`src/rtl/spi_slave_fsm_pkg.sv`:
```
// ============================================================================
// Package : spi_pkg
// Brief   : Shared state type, RAM command codes and width defaults.
// Rev     : 1.0
// ============================================================================
`default_nettype none

package spi_pkg;

    localparam int SPI_RX_W = 10;
    localparam int SPI_TX_W = 8;

    localparam logic [1:0] CMD_WR_ADDR = 2'b00;
    localparam logic [1:0] CMD_WR_DATA = 2'b01;
    localparam logic [1:0] CMD_RD_ADDR = 2'b10;
    localparam logic [1:0] CMD_RD_DATA = 2'b11;

    typedef enum logic [2:0] {
        IDLE      = 3'd0,
        CHK_CMD   = 3'd1,
        WRITE     = 3'd2,
        READ_ADD  = 3'd3,
        READ_DATA = 3'd4
    } spi_state_t;

endpackage

`default_nettype wire

```
`src/rtl/spi_slave_fsm_if.sv`:
```
// ============================================================================
// Interface : spi_slave_fsm_if
// Brief     : SPI pins plus RAM-side word handshake for spi_slave_fsm.
// Rev       : 1.0
// ============================================================================
`default_nettype none

interface spi_slave_fsm_if
    import spi_pkg::*;
#(
    parameter int RX_W = SPI_RX_W,
    parameter int TX_W = SPI_TX_W
) ();

    logic            SS_n;
    logic            MOSI;
    logic            MISO;
    logic [RX_W-1:0] rx_data;
    logic            rx_valid;
    logic [TX_W-1:0] tx_data;
    logic            tx_valid;

    modport slave (
        input  SS_n, MOSI, tx_data, tx_valid,
        output MISO, rx_data, rx_valid
    );

    modport master (
        output SS_n, MOSI, tx_data, tx_valid,
        input  MISO, rx_data, rx_valid
    );

endinterface

`default_nettype wire

```
`src/rtl/spi_slave_fsm_piso.sv`:
```
// ============================================================================
// Module : spi_piso
// Brief  : Load/shift register putting a read byte on MISO, MSB first.
// Rev    : 1.0
// ============================================================================
`default_nettype none

module spi_piso
    import spi_pkg::*;
#(
    parameter int W = SPI_TX_W
) (
    input  wire logic         clk,
    input  wire logic         rst_n,
    input  wire logic         clear,
    input  wire logic         load,
    input  wire logic [W-1:0] load_data,
    output logic              miso,
    output logic              busy,
    output logic              last
);

    localparam int CW = $clog2(W);

    logic [W-1:0]  r_sr;
    logic [CW-1:0] r_left;
    logic          r_busy;
    logic          r_miso;

    // The MSB goes straight onto the line at load; r_left counts bits still queued.
    always_ff @(posedge clk or negedge rst_n) begin
        if (!rst_n) begin
            r_sr   <= '0;
            r_left <= '0;
            r_busy <= 1'b0;
            r_miso <= 1'b0;
        end else if (clear) begin
            r_left <= '0;
            r_busy <= 1'b0;
            r_miso <= 1'b0;
        end else if (load) begin
            r_miso <= load_data[W-1];
            r_sr   <= {load_data[W-2:0], 1'b0};
            r_left <= CW'(W - 1);
            r_busy <= 1'b1;
        end else if (r_busy) begin
            if (r_left == '0) begin
                r_miso <= 1'b0;
                r_busy <= 1'b0;
            end else begin
                r_miso <= r_sr[W-1];
                r_sr   <= {r_sr[W-2:0], 1'b0};
                r_left <= r_left - 1'b1;
            end
        end
    end

    assign miso = r_miso;
    assign busy = r_busy;
    assign last = r_busy && (r_left == '0);

endmodule

`default_nettype wire

```
`src/rtl/spi_slave_fsm.sv`:
```
// ============================================================================
// Module : spi_slave_fsm
// Brief  : SPI slave front end for the RAM; optional read timeout via
//          SPI_RD_TIMEOUT_EN.
// Rev    : 1.0
// ============================================================================
`default_nettype none

module spi_slave_fsm
    import spi_pkg::*;
#(
    parameter int RX_W       = SPI_RX_W,
    parameter int TX_W       = SPI_TX_W,
    parameter int RD_TIMEOUT = 16
) (
    input  wire logic        clk,
    input  wire logic        rst_n,
    spi_slave_fsm_if.slave   bus
);

    localparam int             CNT_W      = $clog2(RX_W);
    localparam logic [CNT_W-1:0] C_LAST_BIT = CNT_W'(RX_W - 1);

    spi_state_t       r_state, w_next;
    logic [CNT_W-1:0] r_bit_cnt;
    logic [RX_W-2:0]  r_shreg;
    logic [RX_W-1:0]  r_rx_data;
    logic             r_rx_valid;
    logic             r_frame_done;
    logic             r_wait_tx;
    logic             r_rd_addr_held;

    logic w_shift, w_capture, w_load, w_timeout;
    logic w_piso_busy, w_piso_last;

    if (RD_TIMEOUT < 1) begin : g_bad_timeout
        $error("RD_TIMEOUT must be at least 1");
    end

    always_ff @(posedge clk or negedge rst_n) begin
        if (!rst_n) r_state <= IDLE;
        else        r_state <= w_next;
    end

    always_comb begin
        w_next    = r_state;
        w_shift   = 1'b0;
        w_capture = 1'b0;
        w_load    = 1'b0;
        case (r_state)
            IDLE: begin
                if (!bus.SS_n) w_next = CHK_CMD;
            end
            CHK_CMD: begin
                if (bus.SS_n) begin
                    w_next = IDLE;
                end else begin
                    w_shift = 1'b1;
                    if (!bus.MOSI)           w_next = WRITE;
                    else if (r_rd_addr_held) w_next = READ_DATA;
                    else                     w_next = READ_ADD;
                end
            end
            default: begin
                if (bus.SS_n) begin
                    w_next = IDLE;
                end else if (!r_frame_done) begin
                    w_shift   = 1'b1;
                    w_capture = (r_bit_cnt == C_LAST_BIT);
                end else if ((r_state == READ_DATA) && r_wait_tx && bus.tx_valid) begin
                    w_load = 1'b1;
                end
            end
        endcase
    end

    // SS_n high aborts everything; the held read address survives unless the byte was already going out.
    always_ff @(posedge clk or negedge rst_n) begin
        if (!rst_n) begin
            r_bit_cnt      <= '0;
            r_shreg        <= '0;
            r_rx_data      <= '0;
            r_rx_valid     <= 1'b0;
            r_frame_done   <= 1'b0;
            r_wait_tx      <= 1'b0;
            r_rd_addr_held <= 1'b0;
        end else begin
            r_rx_valid <= 1'b0;
            if (bus.SS_n) begin
                r_bit_cnt    <= '0;
                r_frame_done <= 1'b0;
                r_wait_tx    <= 1'b0;
                if (w_piso_busy) r_rd_addr_held <= 1'b0;
            end else begin
                if (w_shift) begin
                    r_shreg   <= {r_shreg[RX_W-3:0], bus.MOSI};
                    r_bit_cnt <= r_bit_cnt + 1'b1;
                end
                if (w_capture) begin
                    r_rx_data    <= {r_shreg, bus.MOSI};
                    r_rx_valid   <= 1'b1;
                    r_frame_done <= 1'b1;
                    r_bit_cnt    <= '0;
                    r_wait_tx    <= (r_state == READ_DATA);
                    if (r_state == READ_ADD) r_rd_addr_held <= 1'b1;
                end
                if (w_load || w_timeout) r_wait_tx <= 1'b0;
                if (w_piso_last || w_timeout) r_rd_addr_held <= 1'b0;
            end
        end
    end

`ifdef SPI_RD_TIMEOUT_EN
    localparam int TO_W = $clog2(RD_TIMEOUT + 1);
    logic [TO_W-1:0] r_to_cnt;

    always_ff @(posedge clk or negedge rst_n) begin
        if (!rst_n)                        r_to_cnt <= '0;
        else if (w_capture)                r_to_cnt <= '0;
        else if (r_wait_tx && !bus.SS_n)   r_to_cnt <= r_to_cnt + 1'b1;
    end

    assign w_timeout = r_wait_tx && !bus.SS_n && !bus.tx_valid &&
                       (r_to_cnt == TO_W'(RD_TIMEOUT - 1));
`else
    assign w_timeout = 1'b0;
`endif

    spi_piso #(.W(TX_W)) u_piso (
        .clk       (clk),
        .rst_n     (rst_n),
        .clear     (bus.SS_n),
        .load      (w_load),
        .load_data (bus.tx_data),
        .miso      (bus.MISO),
        .busy      (w_piso_busy),
        .last      (w_piso_last)
    );

    assign bus.rx_data  = r_rx_data;
    assign bus.rx_valid = r_rx_valid;

endmodule

`default_nettype wire

```
`src/flat_wrapper.sv`:
```
// flat-port wrapper written by rule: the top's interface ports become plain ports
module spi_slave_fsm_flat import spi_pkg::*;
#(
    parameter int RX_W       = SPI_RX_W,
    parameter int TX_W       = SPI_TX_W,
    parameter int RD_TIMEOUT = 16
)
  (clk, rst_n, bus_SS_n, bus_MOSI, bus_tx_data, bus_tx_valid, bus_MISO, bus_rx_data, bus_rx_valid);
  spi_slave_fsm_if #(.RX_W(RX_W), .TX_W(TX_W)) bus_i ();
  input  wire logic clk;
  input  wire logic rst_n;
  input wire logic [$bits(bus_i.SS_n)-1:0] bus_SS_n;
  input wire logic [$bits(bus_i.MOSI)-1:0] bus_MOSI;
  input wire logic [$bits(bus_i.tx_data)-1:0] bus_tx_data;
  input wire logic [$bits(bus_i.tx_valid)-1:0] bus_tx_valid;
  output wire logic [$bits(bus_i.MISO)-1:0] bus_MISO;
  output wire logic [$bits(bus_i.rx_data)-1:0] bus_rx_data;
  output wire logic [$bits(bus_i.rx_valid)-1:0] bus_rx_valid;
  assign bus_i.SS_n = bus_SS_n;
  assign bus_i.MOSI = bus_MOSI;
  assign bus_i.tx_data = bus_tx_data;
  assign bus_i.tx_valid = bus_tx_valid;
  assign bus_MISO = bus_i.MISO;
  assign bus_rx_data = bus_i.rx_data;
  assign bus_rx_valid = bus_i.rx_valid;
  spi_slave_fsm #(.RX_W(RX_W), .TX_W(TX_W), .RD_TIMEOUT(RD_TIMEOUT)) u_core (.clk(clk), .rst_n(rst_n), .bus(bus_i));
endmodule
```
`config.mk`:
```
export PLATFORM = sky130hd
export DESIGN_NAME = spi_slave_fsm_flat
export DESIGN_NICKNAME = d
export VERILOG_FILES = /design/src/rtl/spi_slave_fsm_pkg.sv /design/src/rtl/spi_slave_fsm_if.sv /design/src/rtl/spi_slave_fsm_piso.sv /design/src/rtl/spi_slave_fsm.sv /design/src/flat_wrapper.sv
export SDC_FILE = /design/constraint.sdc
export NUM_CORES = 1
export LEC_CHECK = 0
export CORE_ASPECT_RATIO = 1.75
export CORE_UTILIZATION = 54
export DETAILED_ROUTE_END_ITERATION = 12
export GPL_ROUTABILITY_DRIVEN = 0
export GPL_TIMING_DRIVEN = 1
export PLACE_DENSITY_LB_ADDON = 0.2
export SETUP_SLACK_MARGIN = 0.4
export SYNTH_ARGS = -nofsm -noshare
export SYNTH_HDL_FRONTEND = slang
export SYNTH_SLANG_ARGS = --single-unit
```
`constraint.sdc`:
```
create_clock -name clk -period 2.55 [get_ports clk]
set_input_delay 0.51 -clock clk [delete_from_list [all_inputs] [get_ports clk]]
set_output_delay 0.51 -clock clk [all_outputs]
set_load 0.1 [all_outputs]
```
# After elaboration in Yosys (flattened, before gate mapping)
# Cells that the tools add are included.
# classes
addsub	2
n_eq_ne	8
mux	47
bitwise	1
n_reduce_logical	20
# op_table
operator	n
$mux 1	30
$mux 3	9
$mux 8	3
$reduce_bool 3->1	6
$mux 4	3
$reduce_and 2->1	4
$logic_not 3->1	2
$pmux 3 s2	1
$reduce_and 3->1	2
$add 4x1->4 const B	1
$eq 4x4->1 const B	1
$ne 2x2->1 const B	2
$reduce_bool 2->1	2
$eq 3x1->1 const B	1
$eq 3x2->1 const B	1
$eq 3x3->1 const B	1
$logic_and 1x1->1	3
$ne 3x3->1 const B	1
$sub 3x1->3 const B	1
$ne 2x1->1 const B	1
$pmux 1 s2	1
$reduce_or 2->1	1
$not 1->1	1
# word_totals
ff_bits	43
inputBits	13
output_inout_bits	12
elab_cells	90

# Depth between registers and ports, before layout
# depth
word_depth	9
ltp_mapped	7
ltp_nobuf	6

# Modules after synthesis
# A second synthesis with hierarchy kept.
# unflattened
cells_unflattened	152
hier_area_um2	1914.3
# modules_own_cells
module	instances	cells_per_inst	area_per_inst_um2	seq_area_each_um2
spi_slave_fsm	1	98	1300.0	750.7
spi_piso	1	54	614.3	300.3

# Worst setup path after synthesis
# No wires, ideal clock.
# synth_path
path_type	reg2reg
from	reg u_core.r_bit_cnt[1]
to	reg u_core.r_rx_data[1] (netlist: u_core.bus.rx_data[1])
setup_time_ps	125
t_arrival_ps	1666
required_ps	2425
setup_slack_ps	758
path_stages_with_launch	8
path_buffers	1
period_less_slack_ps	1792
cell_sequence	dfrtp_1 inv_1 ha_1 nor2b_1 nor4b_4 and2b_2 buf_6 mux2_2
# synth_via
elab_chain_len	5
# synth_lines
item	line	text
from (decl)	spi_slave_fsm.sv:25	logic [CNT_W-1:0] r_bit_cnt;
from (signal assigned)	spi_slave_fsm.sv:97	r_bit_cnt <= r_bit_cnt + 1'b1;
$eq 4x4->1	spi_slave_fsm.sv:69	w_capture = (r_bit_cnt == C_LAST_BIT);
$mux 1	spi_slave_fsm.sv:67	end else if (!r_frame_done) begin
$mux 1	spi_slave_fsm.sv:65	if (bus.SS_n) begin
$mux 1	spi_slave_fsm.sv:50	case (r_state)
$reduce_and 2->1 (no source line)	n/a	
to (signal assigned)	spi_slave_fsm.sv:100	r_rx_data <= {r_shreg, bus.MOSI};
to (decl)	spi_slave_fsm.sv:27	logic [RX_W-1:0] r_rx_data;
# Every way passes these cells.
# A chain may end at the register's enable or synchronous reset.

# Final worst setup path
# layout_path
from	reg u_core.r_bit_cnt[1]
to	reg u_core.r_rx_data[0] (netlist: u_core.bus.rx_data[0])
# Same word-level chain as after synthesis.

==> flow_summary.yaml <==
clock_network:
  clockRootBuffer: "clkbuf_8"
  insertion_delay_ps: 290
  cts_buffer_depth: 2
  cts_buffers: 5
  clk_pin_slew_ps: 70
  cts_tree: "done"
  htreeDepth: 2
  clock-sinks: 42
pwr:
  p_per_area_mw_per_mm2: 621
  total_power_mw: 1.39
  vdd_drop_max_v: 0.000548
  p_leak_nw: 1.08
setup_path:
  cp.arrival_ps: 2130
  max_stage_delay_ps: 410
  end_kind: "register"
  path_class: "register to register"
  reg2reg_to: "u_core.bus.rx_data[0]$_DFFE_PN0P_"
  rr_worst_depth: 6
  crit_slowest_cell: "dfrtp_1"
  path_cells: "inv_1, ha_1, nor2b_1, nor4b_4, and2b_4, mux2_2"
  r2r_slack_ps: 590
  r2r-start: "u_core.r_bit_cnt[1]$_DFFE_PN0P_"
  required_ps: 2720
  cp-start-kind: "register"
  path_max_fanout: 11
sta:
  finalClockSkew_ps: 6.10
  setup_viol: 0
  finalHoldViolCount: 0
  rsz0062_at_grt: "false"
  setup_tns_ps: 0
  finalCritPeriodShare: 0.769
  worstMarginPinSlew_ps: 910
  relSlewSlack: 0.393
  min_period_ps: 1960
  final_max_slew_viol_count: 0
  fin_ws_ps: 588
  max_freq_ghz: 0.510
synthesis:
  synth_top_area_cell: "dfrtp_1"
  ys_top_cells_by_area: "dfrtp_1 (55%), mux2_2 (12%), mux2i_1 (4.2%)"
  avgSynthCellArea_sq_um: 11.6
  ys_ff_latch: 42
  synth_cell_types: 37
  netlist_area_sq_mm: 0.00190
  synth.top_cell.area_share: 0.554
  synth_cells: 163
  yosysSeqAreaShare: 0.554
  synth-warning-count: 0
  synth_fp_nets: 180
layout:
  nNetsFinal: 208
  area_growth_pct: 18.2
  final_cell_area_sq_mm: 0.00224
  finish.utilization: 0.666
  layout-drive-gt1-share: 0.271
  antennaDiodeCount: 0
  fillerInstances: 283
grt:
  grt_start_max_net_pins: 43
  grt_pass1_wl_um: 5800
  grt.total_usage: 0.222
  grt_overflow: 0
  grt_pass1_vias: 1345
  antenna_found_initial: 0
floorplan:
  fp.coreArea_sq_mm: 0.00336
  ioPinCount: 25
  die_x_um: 46.8
  row_count: 28
  initial_core_util: 0.564
  die_y_um: 80.4
  die_area_sq_mm: 0.00376
routing:
  ant_nets: 0
  drt_iter0_drc: 18
  drt-wirelength-per-cell_um: 14.8
  dr.pass1.iters: 4
  drc_errors: 0
  routed-via-count: 1290
  wirelength_um: 3520
  viasPerCell: 5.44
hold_path:
  hold_path.class: "input port to async pin"
placed_design:
  placed_area_sq_mm: 0.00214
  dp_hpwl_um: 2590
  place_ws_ps: 285
  port_buffers: 24
status:
  outcome: "completed"
run:
  cap_viol_max_count: 0
[synthesized netlist by cell type, drive strengths merged]
cell type	number
a211oi	1
a21oi	11
a221oi	1
a311o	1
a31o	1
a31oi	1
a41oi	1
and2b	1
and3	1
buf	3
clkbuf	3
dfrtp	42
ha	4
inv	10
mux2	20
mux2i	8
nand2	10
nand2b	3
nand3	1
nand3b	1
nand4	1
nor2	15
nor2b	5
nor3	2
nor3b	1
nor4	1
nor4b	1
o21ai	7
o22ai	1
o2bb2ai	1
or2	1
or3	2
xnor2	1
[how the worst max path moves through the flow]
stage	from	endpoint	slack [ps]	cells past startpoint
CTS	u_core.r_bit_cnt[1]$_DFFE_PN0P_	u_core.bus.rx_data[0]$_DFFE_PN0P_	490	6
finish	u_core.r_bit_cnt[1]$_DFFE_PN0P_	u_core.bus.rx_data[0]$_DFFE_PN0P_	590	6
detailed placement	bus_SS_n	u_core.u_piso.r_sr[5]$_DFFE_PN0P_	280	4
global placement	bus_SS_n	u_core.u_piso.r_sr[4]$_DFFE_PN0P_	330	4
global route	u_core.r_bit_cnt[1]$_DFFE_PN0P_	u_core.bus.rx_data[0]$_DFFE_PN0P_	420	6
floorplan	u_core.r_bit_cnt[1]$_DFFE_PN0P_	u_core.bus.rx_data[1]$_DFFE_PN0P_	760	7
[registers in the layout (all words and copies together), names as in the netlist]
register	flops
u_core.u_piso.miso	1
u_core.r_rd_addr_held	1
u_core.r_shreg	9
u_core.r_wait_tx	1
u_core.bus.rx_valid	1
u_core.u_piso.r_left	3
u_core.bus.rx_data	10
u_core.r_state	3
u_core.u_piso.r_sr	7
u_core.u_piso.busy	1
u_core.r_frame_done	1
u_core.r_bit_cnt	4
[layout make-up]
cell class	instances	area, sq um	share of cell area
tap	45	56.3	0.0251
clock buffer	6	82.6	0.0369
sequential	42	1050	0.469
timing repair buffer	27	228	0.102
clock inverter	2	12.5	0.00558
multi-input combinational	105	773	0.345
inverter	10	37.5	0.0168
[power breakdown]
group	switching (mW)	total [mW]	leakage (nW)	internal [mW]
clock network	0.219	0.436	0.0472	0.217
registers	0.0585	0.799	0.565	0.741
logic	0.0637	0.157	0.469	0.0932
total	0.341	1.39	1.08	1.05
[critical path, delay by kind of cell (launching register included)]
family        cells  cell delay, ps
simple gates      3             880
flops             1             410
mux               1             360
fa+ha+maj         1             120
buf+inv           1              70
[timing repair]
item	CTS	global route
gates resized for setup	0	1
hold buffers	0	0
setup endpoints to repair	0	10
buffers inserted	0	0
[placed cells by master (no fill, tap or decap)]
cell type	n
nor3_1	2
and3_1	1
nand3b_1	1
xnor2_1	1
a211oi_1	1
a41oi_1	1
buf_2	1
nor4b_4	1
o21ai_0	6
a311o_1	1
clkbuf_8	6
mux2_2	20
a21oi_1	11
nor2b_1	5
o22ai_1	1
and2b_4	1
nand2_1	10
nand2b_1	3
clkinvlp_4	1
nor2_2	1
nand3_1	1
mux2i_1	8
nor4_1	1
or3_2	2
o2bb2ai_1	1
or2_2	1
a221oi_1	1
clkinv_2	1
dfrtp_1	42
inv_1	10
clkdlybuf4s50_1	11
nor2_1	14
o21ai_2	1
buf_4	15
a31o_2	1
nand4_1	1
nor3b_1	1
a31oi_1	1
ha_1	4
[routing by layer]
metal | wire length, um | track usage
met4 | 66 | 0.126
met5 | 0 | 0
met1 | 1290 | 0.239
met2 | 2020 | 0.382
met3 | 133 | 0.0404
[kinds of logic (layout without fill, tap and decap cells)]
family                     count (synthesis)  in the layout  share of synthesized area
DFF                                       42             42                      0.554
buffers and inverters                     16             45                     0.0383
xor gates and xnor gates                   1              1                    0.00462
AOI/OAI and AO/OA                         26             26                     0.0838
adders and majority gates                  4              4                     0.0264
and+or+nand+nor                           46             46                      0.131
muxes                                     28             28                      0.161
[metrics by stage]
| stage | std cells | hold slack (ps) |
|---|---|---|
| after floorplan | 163 | 214 |
| after global placement | 229 | 486 |
| after detailed placement | 229 | 493 |
| after CTS | 237 | 371 |
| after global routing | 237 | 423 |
| final | 237 | 352 |
Power figures use the tool's default switching activity.
